<file path="config.mk">
export PLATFORM = sky130hd
export DESIGN_NAME = ps2_scan_sequencer
export DESIGN_NICKNAME = d
export VERILOG_FILES = /design/src/rtl/ps2_pkg.sv /design/src/rtl/ps2_timeout_cnt.sv /design/src/rtl/ps2_scan_sequencer.sv
export SDC_FILE = /design/constraint.sdc
export NUM_CORES = 1
export LEC_CHECK = 0
export BUFFER_PORTS_ARGS = -buffer_cell sky130_fd_sc_hd__buf_2
export CORE_MARGIN = 2
export CORE_UTILIZATION = 25
export CTS_BUF_LIST = sky130_fd_sc_hd__clkbuf_4
export DETAILED_ROUTE_END_ITERATION = 6
export GPL_TIMING_DRIVEN = 0
export HOLD_SLACK_MARGIN = 0.15
export PLACE_DENSITY_LB_ADDON = 0.2
export SYNTH_ARGS = -nofsm -noshare
export SYNTH_HDL_FRONTEND = slang
export SYNTH_SLANG_ARGS = --single-unit
</file>
<file path="constraint.sdc">
create_clock -name clk -period 2.2 [get_ports clk]
set_clock_uncertainty 0.15 [all_clocks]
set_input_delay 0.44 -clock clk [delete_from_list [all_inputs] [get_ports clk]]
set_output_delay 0.44 -clock clk [all_outputs]
set_load 0.02 [all_outputs]
</file>
<file path="src/rtl/ps2_pkg.sv">
// Shared definitions for the PS/2 scan-code path: prefix byte values and the
// sequencer state encoding.
package ps2_pkg;

    localparam logic [7:0] CODE_EXT = 8'hE0;
    localparam logic [7:0] CODE_BRK = 8'hF0;

    typedef enum logic [1:0] {
        IDLE    = 2'd0,
        EXT     = 2'd1,
        BRK     = 2'd2,
        EXT_BRK = 2'd3
    } ps2_state_t;

endpackage

</file>
<file path="src/rtl/ps2_timeout_cnt.sv">
// Prefix timeout counter. Counts enabled cycles since the last clear and
// raises expire on the last allowed cycle (count = TIMEOUT_CYC-1). A clear in
// the same cycle always wins, so a byte arriving on the final cycle is never
// reported as a timeout.
module ps2_timeout_cnt #(
    parameter int TIMEOUT_CYC = 50000,
    parameter int TIMEOUT_W   = 16
) (
    input  logic clk,
    input  logic rst,
    input  logic clear,
    input  logic enable,
    output logic expire
);

    localparam logic [TIMEOUT_W-1:0] LAST = TIMEOUT_W'(TIMEOUT_CYC - 1);

    logic [TIMEOUT_W-1:0] cnt;

    assign expire = enable && !clear && (cnt == LAST);

    // Count while enabled; restart on clear or when the limit is reached.
    always_ff @(posedge clk or posedge rst) begin
        if (rst) begin
            cnt <= '0;
        end else if (clear || expire) begin
            cnt <= '0;
        end else if (enable) begin
            cnt <= cnt + 1'b1;
        end
    end

endmodule

</file>
<file path="src/rtl/ps2_scan_sequencer.sv">
// PS/2 scan-code sequencer. Takes bytes from the PS/2 receiver, strips the
// E0 (extended) and F0 (break) prefixes, and loads only complete make codes
// into the downstream data register. Presents a dato_listo/ack handshake to
// the consumer and flags a sticky overrun when an unread code is replaced.
//
// Handshake: dato_listo rises in the cycle reg_en is issued and stays high
// until the consumer pulses ack; the flag drops the cycle after ack. An ack
// while dato_listo is low has no effect. A load coinciding with ack keeps
// dato_listo high and does not count as an overrun.
//
// Optional build macro REPEAT_FILTER_EN: drops typematic repeats (a make
// identical to the last accepted make) until the matching break is seen.
//
// The current FSM state is exported on dbg_state for observation.
module ps2_scan_sequencer
    import ps2_pkg::*;
#(
    parameter int TIMEOUT_CYC = 50000,
    parameter int TIMEOUT_W   = 16
) (
    input  logic       clk,
    input  logic       rst,
    input  logic       rx_done_tick,
    input  logic [7:0] rx_data,
    input  logic       ack,
    output logic       reg_en,
    output logic [7:0] code_out,
    output logic       ext_code,
    output logic       dato_listo,
    output logic       overrun,
    output logic       brk_tick,
    output logic [1:0] dbg_state
);

    ps2_state_t state, state_n;

    logic make_ev;   // a complete make code is present on rx_data
    logic make_ext;  // that make code was E0-prefixed
    logic brk_ev;    // a break sequence completes with rx_data
    logic brk_ext;   // that break was E0-prefixed
    logic load;      // make code accepted for loading
    logic tmo_clear;
    logic tmo_en;
    logic tmo_expire;

    assign dbg_state = state;

    // Prefix timeout runs only while waiting for the byte after a prefix.
    assign tmo_clear = rx_done_tick || (state == IDLE);
    assign tmo_en    = (state != IDLE);

    ps2_timeout_cnt #(
        .TIMEOUT_CYC (TIMEOUT_CYC),
        .TIMEOUT_W   (TIMEOUT_W)
    ) u_timeout (
        .clk    (clk),
        .rst    (rst),
        .clear  (tmo_clear),
        .enable (tmo_en),
        .expire (tmo_expire)
    );

    // State register.
    always_ff @(posedge clk or posedge rst) begin
        if (rst) begin
            state <= IDLE;
        end else begin
            state <= state_n;
        end
    end

    // Prefix decode: next state and make/break events for the current byte.
    always_comb begin
        state_n  = state;
        make_ev  = 1'b0;
        make_ext = 1'b0;
        brk_ev   = 1'b0;
        brk_ext  = 1'b0;
        case (state)
            IDLE: begin
                if (rx_done_tick) begin
                    if (rx_data == CODE_EXT) begin
                        state_n = EXT;
                    end else if (rx_data == CODE_BRK) begin
                        state_n = BRK;
                    end else begin
                        make_ev = 1'b1;
                    end
                end
            end
            EXT: begin
                if (rx_done_tick) begin
                    if (rx_data == CODE_EXT) begin
                        state_n = EXT;
                    end else if (rx_data == CODE_BRK) begin
                        state_n = EXT_BRK;
                    end else begin
                        make_ev  = 1'b1;
                        make_ext = 1'b1;
                        state_n  = IDLE;
                    end
                end else if (tmo_expire) begin
                    state_n = IDLE;
                end
            end
            BRK: begin
                if (rx_done_tick) begin
                    if (rx_data != CODE_BRK) begin
                        brk_ev  = 1'b1;
                        state_n = IDLE;
                    end
                end else if (tmo_expire) begin
                    state_n = IDLE;
                end
            end
            EXT_BRK: begin
                if (rx_done_tick) begin
                    if (rx_data != CODE_BRK) begin
                        brk_ev  = 1'b1;
                        brk_ext = 1'b1;
                        state_n = IDLE;
                    end
                end else if (tmo_expire) begin
                    state_n = IDLE;
                end
            end
            default: begin
                state_n = IDLE;
            end
        endcase
    end

`ifdef REPEAT_FILTER_EN
    logic [8:0] last_make;
    logic       repeat_hit;

    assign repeat_hit = ({make_ext, rx_data} == last_make);
    assign load       = make_ev && !repeat_hit;

    // Remember the last accepted make; forget it once its break is seen.
    always_ff @(posedge clk or posedge rst) begin
        if (rst) begin
            last_make <= '0;
        end else if (load) begin
            last_make <= {make_ext, rx_data};
        end else if (brk_ev && ({brk_ext, rx_data} == last_make)) begin
            last_make <= '0;
        end
    end
`else
    assign load = make_ev;
`endif

    // Registered outputs toward the data register: one-cycle strobes and the
    // code/extended flag, which only change when a load is issued.
    always_ff @(posedge clk or posedge rst) begin
        if (rst) begin
            reg_en   <= 1'b0;
            brk_tick <= 1'b0;
            code_out <= '0;
            ext_code <= 1'b0;
        end else begin
            reg_en   <= load;
            brk_tick <= brk_ev;
            if (load) begin
                code_out <= rx_data;
                ext_code <= make_ext;
            end
        end
    end

    // Consumer handshake and sticky overrun.
    always_ff @(posedge clk or posedge rst) begin
        if (rst) begin
            dato_listo <= 1'b0;
            overrun    <= 1'b0;
        end else begin
            if (load) begin
                dato_listo <= 1'b1;
            end else if (ack) begin
                dato_listo <= 1'b0;
            end

            if (load && dato_listo && !ack) begin
                overrun <= 1'b1;
            end else if (ack) begin
                overrun <= 1'b0;
            end
        end
    end

endmodule
</file>
==> qor.csv <==
metric;value;unit
syn_nets;139;
multi_input_area;584;sq um
leakagePower;0.731;nW
n_antenna_cell;0;
routedWlPerCell;12.2;microns
cts_buffers;5;
num-fill-cells;556;
setup_viol_count_final;0;
numPortBuffers;26;
grt_pass1_vias;1033;
grt_max_degree;32;
path_class;flip-flop to flip-flop;
worstSkewPairLatency;0.34;ns
dpl.cell_count;224;
design_area;1700;sq um
cts_setup_buffers;0;
period_share;94.2;%
synth_area;1390;sq um
max_cap_violations;0;
cp_max_fo;10;
cpMaxStageDelayCell;dfrtp_1;
cts_root_buf;clkbuf_4;
die_area;6180;sq um
clock_power_share;38.1;%
first_pass_iters;4;
num_vias;1027;
num_rows;27;
grt_remaining_overflow;0;
p_seq_share;52.7;%
pre_cts_slack;0.155;ns
ant_nets;0;
post-dp-hpwl;2.07;mm
ys_warn_count;0;
core_area;5440;sq um
start_util;25.6;%
cellPowerDensity;669;nW/um^2
vdd_drop_max;0.305;mV
relSlewSlack;20.5;%
status;completed;
cts_tree;built;
track_usage;10.1;%
swShare;24.0;%
drc;0;
slew_viol_final;0;
finalWorstSetupSlack;0.128;ns
seq_area_frac_synth;55.8;%
grt_pass1_wl;4.78;mm
avgSynthCellArea;11.0;sq um
tightest_slew;1.19;ns
crit_chain;nor4bb_1 > nand4_1 > nand2b_1 > clkbuf_1 > nor2_1;
fp.dieH;78.6;microns
layout_commonest_cell;dfrtp_1;
clk_pin_slew_worst_paths;0.10;ns
p_switching;0.272;mW
htree_levels;2;
cts_buffer_depth;2;
layout.area.seq;776;sq um
drt_iter0_markers;67;
final_cell_mix;dfrtp_1, buf_2, nor2_1, xnor2_1, mux2_2;
routed_via_density;4.41;
area_delta_synth_final;22.0;%
required;2.25;ns
max_stage_delay;0.44;ns
final.setup.tns;0;ns
arrival;2.13;ns
antenna_found_initial;0;
timing.final.crit_period;2.07;ns
nets;173;
hp-class;input pin to flip-flop;
totalWireLength;2.84;mm
fmax;0.483;GHz
clkSinkCount;31;
power_frac_comb;9.2;%
ys_seq_elements;31;
internal-power;0.864;mW
drive_gt1_share;29.8;%
finalHoldViolCount;0;
postSynthCellCount;126;
place_congestion;0.780;
pin_count;27;
die_x;78.6;microns
end_kind;flip-flop;
rsz0062_at_grt;false;
yosysUniqueCellTypes;33;
place_area;1610;sq um
layout.cells.non_filler;233;
start_kind;flip-flop;
==> layer usage <==
| metal | global-route usage, % | wire length (microns) | share of wire, % | vias to the layer above |
|---|---|---|---|---|
| met5 | 0 | 0 | 0 | - |
| met4 | 5.79 | 51 | 1.8 | 0 |
| met3 | 3.68 | 105 | 3.7 | 4 |
| met2 | 15.0 | 1380 | 49 | 15 |
| met1 | 12.6 | 1300 | 46 | 501 |
| li1 | - | - | - | 507 |
==> through the flow <==
step           utilization [%]  power (mW)  hold WS [ns]
3_3_place_gp              29.6       0.713         0.336
5_1_grt                   31.2        1.19         0.171
4_1_cts                   31.2        1.16         0.177
6_report                  31.2        1.14         0.192
2_1_floorplan                -       0.672         0.321
3_5_place_dp              29.6       0.716         0.336
==> critical path, delay by kind of cell (launching register included) <==
family        cells  cell delay [ns]
flops             1             0.44
simple gates      4             0.95
buf+inv           1             0.40
==> power groups by stage <==
stage | Combinational, mW | Clock (mW) | Sequential [mW]
finish | 0.104 | 0.433 | 0.599
global route | 0.113 | 0.480 | 0.602
CTS | 0.107 | 0.452 | 0.599
detailed placement | 0.106 | 0 | 0.610
global placement | 0.104 | 0 | 0.609
floorplan | 0.0360 | 0 | 0.636
==> cell families after synthesis <==
group	after synthesis	synth area share, %
adders and majority gates	1	0.899
and+or+nand+nor	55	21.9
DFF	31	55.8
buffers and inverters	8	2.25
xor gates and xnor gates	12	7.55
muxes	10	8.00
AOI/OAI and AO/OA	9	3.69
==> what timing repair did <==
action                                 4_1_cts  5_1_grt
endpoints found under the hold margin        2        0
gates resized for setup                      0        0
hold buffers                                 1        0
==> worst paths after layout <==
path,start,endpoint,slack [ns],depth (start not counted)
hold reg to reg,code_out[5],code_out[5],0.36,1
setup reg to reg,u_timeout.cnt[12],u_timeout.cnt[10],0.13,5
hold / removal,rx_done_tick,dbg_state[1],0.19,2
setup / recovery,u_timeout.cnt[12],u_timeout.cnt[10],0.13,5
min in group asynchronous,rst,reg_en,0.25,2
max in group asynchronous,rst,u_timeout.cnt[10],0.93,2
==> synthesized netlist by cell type (all sizes together) <==
cell / count / area [sq um]
o21bai: 1 / 7.51
nor3: 4 / 20.0
and3: 3 / 20.0
dfrtp: 31 / 776
nand2: 6 / 22.5
o21ai: 2 / 10.0
ha: 1 / 12.5
o22ai: 1 / 6.26
or3: 1 / 7.51
or2: 2 / 15.0
xor2: 2 / 17.5
nor3b: 1 / 7.51
o31ai: 1 / 7.51
a21oi: 4 / 20.0
nor4: 2 / 12.5
nor4bb: 3 / 30.0
nand3b: 1 / 7.51
inv: 6 / 22.5
nor4b: 1 / 8.76
nand3: 5 / 25.0
nor2: 17 / 63.8
clkbuf: 1 / 3.75
mux2i: 1 / 10.0
xnor2: 10 / 87.6
nand4: 5 / 37.5
or4: 1 / 7.51
and2: 1 / 6.26
buf: 1 / 5.00
mux2: 9 / 101
nand2b: 2 / 12.5
==> registers in the layout, summed over array words and instances (netlist names) <==
register,count
u_timeout.cnt,16
code_out,8
dbg_state,2
brk_tick,1
dato_listo,1
ext_code,1
overrun,1
reg_en,1
==> final cells by class <==
type / instances / share of cell area, %
sequential: 31 / 45.7
multi-input combinational: 87 / 34.4
timing repair buffer: 27 / 8.25
tap: 72 / 5.31
clock inverter: 3 / 2.28
clock buffer: 5 / 2.21
inverter: 6 / 1.33
buffer: 2 / 0.516
Power figures use the tool's default switching activity.
